`src/rtl/branch_predictor.sv`:
```
`default_nettype none
// ============================================================================
// Module      : branch_predictor
// Description : Direct-mapped branch target buffer with 2-bit saturating
//               counters. It predicts the fetch PC combinationally and
//               learns from branches resolved in execute. A mispredict
//               redirect is registered one cycle after the resolution.
// Ports       : clk, rst_n (synchronous, active low)
//               fetch_pc -> pred_taken, pred_target      (combinational)
//               upd_valid, upd_pc, upd_taken, upd_target,
//               upd_pred_taken, upd_pred_target           (execute feedback)
//               mispredict, correct_pc                    (registered redirect)
//               stat_branches, stat_mispredicts  (only when BP_STATS_EN is
//                                                 defined)
// Options     : `define BP_STATS_EN adds saturating 32-bit event counters.
// Revision    : 1.0 - initial release
// ============================================================================
module branch_predictor #(
    parameter int DATA_WIDTH = 32,
    parameter int INDEX_BITS = 4
) (
    input  logic                  clk,
    input  logic                  rst_n,
    input  logic [DATA_WIDTH-1:0] fetch_pc,
    output logic                  pred_taken,
    output logic [DATA_WIDTH-1:0] pred_target,
    input  logic                  upd_valid,
    input  logic [DATA_WIDTH-1:0] upd_pc,
    input  logic                  upd_taken,
    input  logic [DATA_WIDTH-1:0] upd_target,
    input  logic                  upd_pred_taken,
    input  logic [DATA_WIDTH-1:0] upd_pred_target,
    output logic                  mispredict,
    output logic [DATA_WIDTH-1:0] correct_pc
`ifdef BP_STATS_EN
    ,
    output logic [31:0]           stat_branches,
    output logic [31:0]           stat_mispredicts
`endif
);

    localparam int                  c_ENTRIES = 1 << INDEX_BITS;
    localparam int                  c_TAG_W   = DATA_WIDTH - INDEX_BITS - 2;
    localparam logic [DATA_WIDTH-1:0] c_PC_STEP = DATA_WIDTH'(4);
    localparam logic [1:0]          c_CTR_RESET = 2'b01;
    localparam logic [1:0]          c_CTR_ALLOC = 2'b10;

    // Table storage
    logic                  r_valid  [c_ENTRIES];
    logic [c_TAG_W-1:0]    r_tag    [c_ENTRIES];
    logic [DATA_WIDTH-1:0] r_target [c_ENTRIES];
    logic [1:0]            r_ctr    [c_ENTRIES];

    logic                  r_mispredict;
    logic [DATA_WIDTH-1:0] r_correct_pc;

    // Fetch-side lookup (reads the table as it stood before this edge)
    logic [INDEX_BITS-1:0] w_fetch_idx;
    logic [c_TAG_W-1:0]    w_fetch_tag;
    logic                  w_fetch_hit;

    assign w_fetch_idx = fetch_pc[INDEX_BITS+1:2];
    assign w_fetch_tag = fetch_pc[DATA_WIDTH-1:INDEX_BITS+2];
    assign w_fetch_hit = r_valid[w_fetch_idx] && (r_tag[w_fetch_idx] == w_fetch_tag);

    assign pred_taken  = w_fetch_hit && r_ctr[w_fetch_idx][1];
    assign pred_target = pred_taken ? r_target[w_fetch_idx] : fetch_pc + c_PC_STEP;

    // Update-side lookup
    logic [INDEX_BITS-1:0] w_upd_idx;
    logic [c_TAG_W-1:0]    w_upd_tag;
    logic                  w_upd_hit;
    logic [1:0]            w_upd_ctr;
    logic [1:0]            w_ctr_next;
    logic                  w_mispredict;

    assign w_upd_idx = upd_pc[INDEX_BITS+1:2];
    assign w_upd_tag = upd_pc[DATA_WIDTH-1:INDEX_BITS+2];
    assign w_upd_hit = r_valid[w_upd_idx] && (r_tag[w_upd_idx] == w_upd_tag);
    assign w_upd_ctr = r_ctr[w_upd_idx];

    // Saturating step: taken moves toward 11, not-taken toward 00
    always_comb begin
        w_ctr_next = w_upd_ctr;
        if (upd_taken) begin
            if (w_upd_ctr != 2'b11) begin
                w_ctr_next = w_upd_ctr + 2'd1;
            end
        end else begin
            if (w_upd_ctr != 2'b00) begin
                w_ctr_next = w_upd_ctr - 2'd1;
            end
        end
    end

    // A wrong target only matters when both the prediction and the outcome
    // were taken; a not-taken outcome always falls through to pc+4.
    assign w_mispredict = upd_valid &&
                          ((upd_pred_taken != upd_taken) ||
                           (upd_taken && upd_pred_taken && (upd_pred_target != upd_target)));

    always_ff @(posedge clk) begin
        if (!rst_n) begin
            for (int i = 0; i < c_ENTRIES; i++) begin
                r_valid[i]  <= 1'b0;
                r_tag[i]    <= '0;
                r_target[i] <= '0;
                r_ctr[i]    <= c_CTR_RESET;
            end
            r_mispredict <= 1'b0;
            r_correct_pc <= '0;
        end else begin
            if (upd_valid) begin
                if (w_upd_hit) begin
                    r_ctr[w_upd_idx] <= w_ctr_next;
                    if (upd_taken) begin
                        r_target[w_upd_idx] <= upd_target;
                    end
                end else if (upd_taken) begin
                    // Allocation evicts whatever occupied this index
                    r_valid[w_upd_idx]  <= 1'b1;
                    r_tag[w_upd_idx]    <= w_upd_tag;
                    r_target[w_upd_idx] <= upd_target;
                    r_ctr[w_upd_idx]    <= c_CTR_ALLOC;
                end
            end
            r_mispredict <= w_mispredict;
            if (w_mispredict) begin
                r_correct_pc <= upd_taken ? upd_target : upd_pc + c_PC_STEP;
            end
        end
    end

    assign mispredict = r_mispredict;
    assign correct_pc = r_correct_pc;

`ifdef BP_STATS_EN
    logic [31:0] r_stat_branches;
    logic [31:0] r_stat_mispredicts;

    // The mispredict counter advances on the same edge that raises
    // mispredict, so both become visible together.
    always_ff @(posedge clk) begin
        if (!rst_n) begin
            r_stat_branches    <= '0;
            r_stat_mispredicts <= '0;
        end else begin
            if (upd_valid && (r_stat_branches != 32'hFFFF_FFFF)) begin
                r_stat_branches <= r_stat_branches + 32'd1;
            end
            if (w_mispredict && (r_stat_mispredicts != 32'hFFFF_FFFF)) begin
                r_stat_mispredicts <= r_stat_mispredicts + 32'd1;
            end
        end
    end

    assign stat_branches    = r_stat_branches;
    assign stat_mispredicts = r_stat_mispredicts;
`endif

endmodule
`default_nettype wire

```
`config.mk`:
```
export PLATFORM = sky130hd
export DESIGN_NAME = branch_predictor
export DESIGN_NICKNAME = d
export VERILOG_FILES = /design/src/rtl/branch_predictor.sv
export SDC_FILE = /design/constraint.sdc
export NUM_CORES = 2
export LEC_CHECK = 0
export BUFFER_PORTS_ARGS = -buffer_cell sky130_fd_sc_hd__buf_2
export CORE_MARGIN = 2
export CORE_UTILIZATION = 45
export DETAILED_ROUTE_END_ITERATION = 8
export GPL_TIMING_DRIVEN = 0
export PLACE_DENSITY_LB_ADDON = 0.05
export SLEW_MARGIN = 20
export SYNTH_ARGS = -nofsm -noshare
export SYNTH_HDL_FRONTEND = slang
export SYNTH_SLANG_ARGS = --single-unit
```
`constraint.sdc`:
```
create_clock -name clk -period 6.6 [get_ports clk]
set_input_delay 0.99 -clock clk [delete_from_list [all_inputs] [get_ports clk]]
set_output_delay 0.99 -clock clk [all_outputs]
set_load 0.02 [all_outputs]
```
[After elaboration in Yosys (flattened, before gate mapping)]
Memory sizes are Yosys's and may differ from the RTL's.
Cells that the tools add are included.
Operators by class
  add/sub/neg operators: 4
  multipliers: 0
  div/mod/pow operators: 0
  order comparisons: 0
  equality and inequality tests: 5
  shifts and indexed selects: 0
  muxes and demuxes: 33
  bitwise operators: 2
  reductions and logical operators: 12
Operator list (count)
  32-bit 2-to-1 mux: 4
  32-bit by 3-bit adder with 32-bit output (second input constant): 2
  26-bit == test: 2
  32-bit != test: 1
  32-bit OR reduction: 1
  26-bit 2-to-1 mux: 1
  26-bit OR reduction: 1
  1-bit 2-to-1 mux: 19
  4-bit 2-to-1 mux: 4
  2-bit 2-to-1 mux: 5
  1-bit logical AND: 6
  2-bit by 1-bit adder with 2-bit output (second input constant): 1
  2-bit != test (second input constant): 1
  1-bit bitwise OR: 2
  2-bit nonzero test: 1
  2-bit OR reduction: 1
  2-bit by 1-bit subtractor with 2-bit output (second input constant): 1
  1-bit logical OR: 1
  1-bit != test: 1
  1-bit OR reduction: 1
Storage, ports and cells
  register bits: 33
  bits in latches: 0
  memory bits (writable): 976
  bits in read-only memories: 0
  input bits: 133
  output and inout bits: 66
  word-level logic and storage cells: 62
  memories: 4
Memory list
  r_target: words 16, width 32, read ports 1, clocked after memory_dff 0, write ports 16, RTL line 51  | logic [DATA_WIDTH-1:0] r_target [c_ENTRIES];
  r_tag: words 16, width 26, read ports 2, clocked after memory_dff 0, write ports 16, RTL line 50  | logic [c_TAG_W-1:0] r_tag [c_ENTRIES];
  r_ctr: words 16, width 2, read ports 2, clocked after memory_dff 0, write ports 16, RTL line 52  | logic [1:0] r_ctr [c_ENTRIES];
  r_valid: words 16, width 1, read ports 2, clocked after memory_dff 0, write ports 16, RTL line 49  | logic r_valid [c_ENTRIES];

[Longest topological paths before layout]
An unclocked memory read counts as a cell.
  depth after elaboration: 10
  mapped depth: 15
  mapped depth without buffers: 10

[Worst setup path after synthesis]
Ideal clock, no wire load.
  path type: input to register
  start: input upd_pc[2]
  end: memory r_ctr[4][0] (enable)
  setup time: 315 ps
  arrival time: 5331 ps
  slack: 954 ps
  cell stages on the path: 11
  path through: buf_6 -> buf_4 -> buf_4 -> buf_2 -> buf_2 -> inv_1 -> ha_1 -> buf_1 -> nand2_1 -> o21ai_0 -> o21bai_1
RTL lines
  start: declaration: RTL line 28  | input logic [DATA_WIDTH-1:0] upd_pc,
  end: declaration: RTL line 52

==> impl_metrics.json <==
{
  "place_hpwl_um": 185400,
  "synthTopCellsByArea": "edfxtp_1 55%, mux4_2 15%, and3_1 6.6%, and2_1 4.9%, mux2i_1 2.7%",
  "dieHeight_um": 346.5,
  "switching_power_mw": 4.452,
  "synth_mux_area_share_pct": 18.72,
  "syn_area_per_cell_um2": 13.85,
  "powerDensity_nw_per_um2": 264.1,
  "ys_warn_count": 0,
  "synthTopCellsByCount": "960 x edfxtp_1, 558 x and3_1, 410 x and2_1, 351 x mux4_2, 326 x clkbuf_1",
  "worstSetupPathType": "input pin to register",
  "ys_seq_area_share_pct": 56.48,
  "leakagePower_nw": 23.20,
  "slew_violations": 0,
  "synth_top_family_by_area": "multiplexers",
  "drcViolationCount": 0,
  "worst_pin_slew_ns": 1.354,
  "wl_um": 257500,
  "clk_pin_slew_worst_paths_ns": 0.06,
  "gp_congestion": 1.057,
  "core.rowCount": 125,
  "pwr-share-seq_pct": 46.7,
  "wl_per_cell_um": 44.65,
  "violations": "negative setup slack",
  "pin_count": 199,
  "r2r_setup_slack_ns": 1.06,
  "vdd_drop_max_mv": 0.2252,
  "synthAdderAreaFrac_pct": 0.1422,
  "multiInputGateArea_um2": 21430,
  "fin_crit_ns": 6.858,
  "hp-start": "r_valid[3]",
  "outcome": "finished, violations left",
  "setup_ws_ns": -0.2579,
  "synth-simple-area-share_pct": 14.62,
  "startpoint_type": "input pin",
  "overflow": 0,
  "layout.nets": 4268,
  "hold_path_class": "register to register",
  "die_area_um2": 120000,
  "ctsHoldBuffers": 0,
  "portBuffers": 159,
  "design_area_um2": 60790,
  "fillers": 10030,
  "synth-async-reset-ratio_pct": 0,
  "hold-worst-slack_ns": 0.4845,
  "clock-sinks": 1009,
  "finalClockSkew_ns": 0.03704,
  "combPwrFrac_pct": 14.0,
  "final_util_pct": 52.31,
  "slew_headroom_pct": 9.739,
  "cts_htree_levels": 3,
  "synth-xor-area-share_pct": 2.124,
  "p_sw_share_pct": 27.73,
  "rsz0062_at_grt": "false",
  "final-setup-viol-count": 523,
  "yosysUniqueCellTypes": 70,
  "grt_pass1_wl_um": 339400,
  "intPower_mw": 11.60,
  "crit-reg2reg-launch": "r_tag[9][5]",
  "synth.most_common_cell": "edfxtp_1",
  "cts_buffers": 111,
  "area_delta_synth_final_pct": 15.17,
  "reg2regPathDepth": 11,
  "fmax_mhz": 145.8,
  "drv_cap": 0,
  "path_max_fanout": 10,
  "finalHoldViolations": 0,
  "antenna_found_initial": 59,
  "syn_area_um2": 52780,
  "cp-end-kind": "register",
  "crit_arrival_ns": 7.34,
  "grt_pass1_vias": 38155,
  "min_path_cells": 1,
  "viasPerCell": 6.949,
  "clkLatencyLatePin_ns": 0.76,
  "drive_above_1_share_pct": 22.19,
  "synth_flop_cell": "edfxtp_1",
  "synth_edf_count": 960,
  "routed-via-count": 40073,
  "synth_compound_area_share_pct": 4.291,
  "grt.total_usage_pct": 42.43,
  "synth_fp_nets": 3949,
  "core_um2": 116200,
  "worstPathRequired_ns": 7.08,
  "drtIter0Drc": 7104,
  "dieWidth_um": 346.5,
  "drtPass1Iterations": 8,
  "fin_crit_sh_pct": 103.9,
  "yosysTopAreaCell": "edfxtp_1",
  "cts_buffer_depth": 3,
  "min_to": "r_valid[3]",
  "yosys_register_bits": 1009,
  "power.share.clock_pct": 39.4,
  "postSynthCellCount": 3810,
  "r2r_end": "r_tag[2][2]",
  "seqCellArea_um2": 29810,
  "grt_max_degree": 27,
  "initial_utilization_pct": 45.42,
  "clock-root-buffer": "clkbuf_16",
  "yosysTopAreaCellShare_pct": 54.62,
  "dpl_worst_slack_ns": -1.427,
  "tritoncts": "yes",
  "p_total_mw": 16.05,
  "placed_cell_area_um2": 56920,
  "ant_nets": 0
}
==> per-stage QoR <==
step / cells / TNS [ns]
3_3_place_gp: 5493 / -3058.68
2_1_floorplan: 3810 / 0
3_5_place_dp: 5536 / -591.76
5_1_grt: 5748 / 0
4_1_cts: 5744 / 0
6_report: 5767 / -55.95
==> worst max path at each step <==
stage | cells past startpoint | slack (ns) | startpoint | endpoint
detailed placement | 15 | -1.43 | fetch_pc[3] | pred_target[2]
global placement | 10 | -4.69 | upd_pc[5] | r_ctr[4][1]
global route | 15 | 0.007 | fetch_pc[3] | pred_target[3]
finish | 15 | -0.26 | upd_pc[3] | r_tag[2][2]
floorplan | 11 | 0.95 | upd_pc[2] | r_ctr[4][0]
CTS | 13 | 0.003 | fetch_pc[4] | pred_target[22]
==> power by group through the flow <==
stage	logic (mW)	registers, mW	clock network (mW)
after floorplan	1.08	7.57	0
after global placement	2.01	7.65	0
after detailed placement	2.11	7.61	0
after CTS	2.13	7.48	6.28
after global routing	2.24	7.51	6.53
final	2.24	7.49	6.32
==> layer usage <==
layer	up-vias	routed length [um]	track usage, %
li1	15313	-	-
met1	20672	97400	57.45
met2	3390	105800	58.82
met3	678	40570	18.49
met4	20	13560	18.95
met5	-	220	0
==> placed cells by master (no fill, tap or decap), drive strengths merged, types with 20 or more instances in the layout <==
| cell | count |
|---|---|
| and2 | 410 |
| a21o | 20 |
| mux2 | 47 |
| nand2 | 97 |
| buf | 308 |
| mux2i | 144 |
| o21ai | 68 |
| a22oi | 28 |
| dfxtp | 49 |
| clkinv | 52 |
| nor2 | 121 |
| mux4 | 351 |
| nand3 | 38 |
| and3 | 558 |
| edfxtp | 960 |
| diode | 21 |
| a21oi | 57 |
| xnor2 | 78 |
| nand2b | 26 |
| nor3 | 25 |
| inv | 41 |
| clkbuf | 472 |
| xor2 | 50 |
==> cell families after synthesis <==
kind of cell / after synthesis
AOI/OAI and AO/OA: 323
xor gates and xnor gates: 128
adders and majority gates: 6
buffers and inverters: 471
DFF: 1009
muxes: 542
and+or+nand+nor: 1331
==> worst max-delay path, stage by stage <==
cell      delay (ns)
buf_2           0.27
buf_2           0.52
buf_4           0.48
buf_2           0.69
inv_2           0.50
mux2i_1         0.31
xnor2_1         0.10
nor3_2          0.57
o21ai_0         0.22
nor3_1          0.36
or4b_1          0.61
buf_2           0.28
buf_2           0.34
clkbuf_1        0.62
and3_1          0.41
==> cell type report <==
cell class	instances	area share (%)
sequential	1009	49.04
multi-input combinational	2330	35.25
clock buffer	142	4.845
timing repair buffer	207	3.209
buffer	431	3.166
tap	1524	3.137
clock inverter	64	1.025
inverter	39	0.2408
antenna	21	0.08645
==> repair_timing <==
action,4_1_cts,5_1_grt
setup buffers,2,0
endpoints found under the setup margin,100,584
pin swaps,1,2
resized for setup,44,25
==> registers in the layout (all words and copies together) (netlist names) <==
signal,flops
r_valid,16
correct_pc,32
r_ctr,32
r_tag,416
r_target,512
mispredict,1
Note: power is estimated with default switching activity, not from simulation.
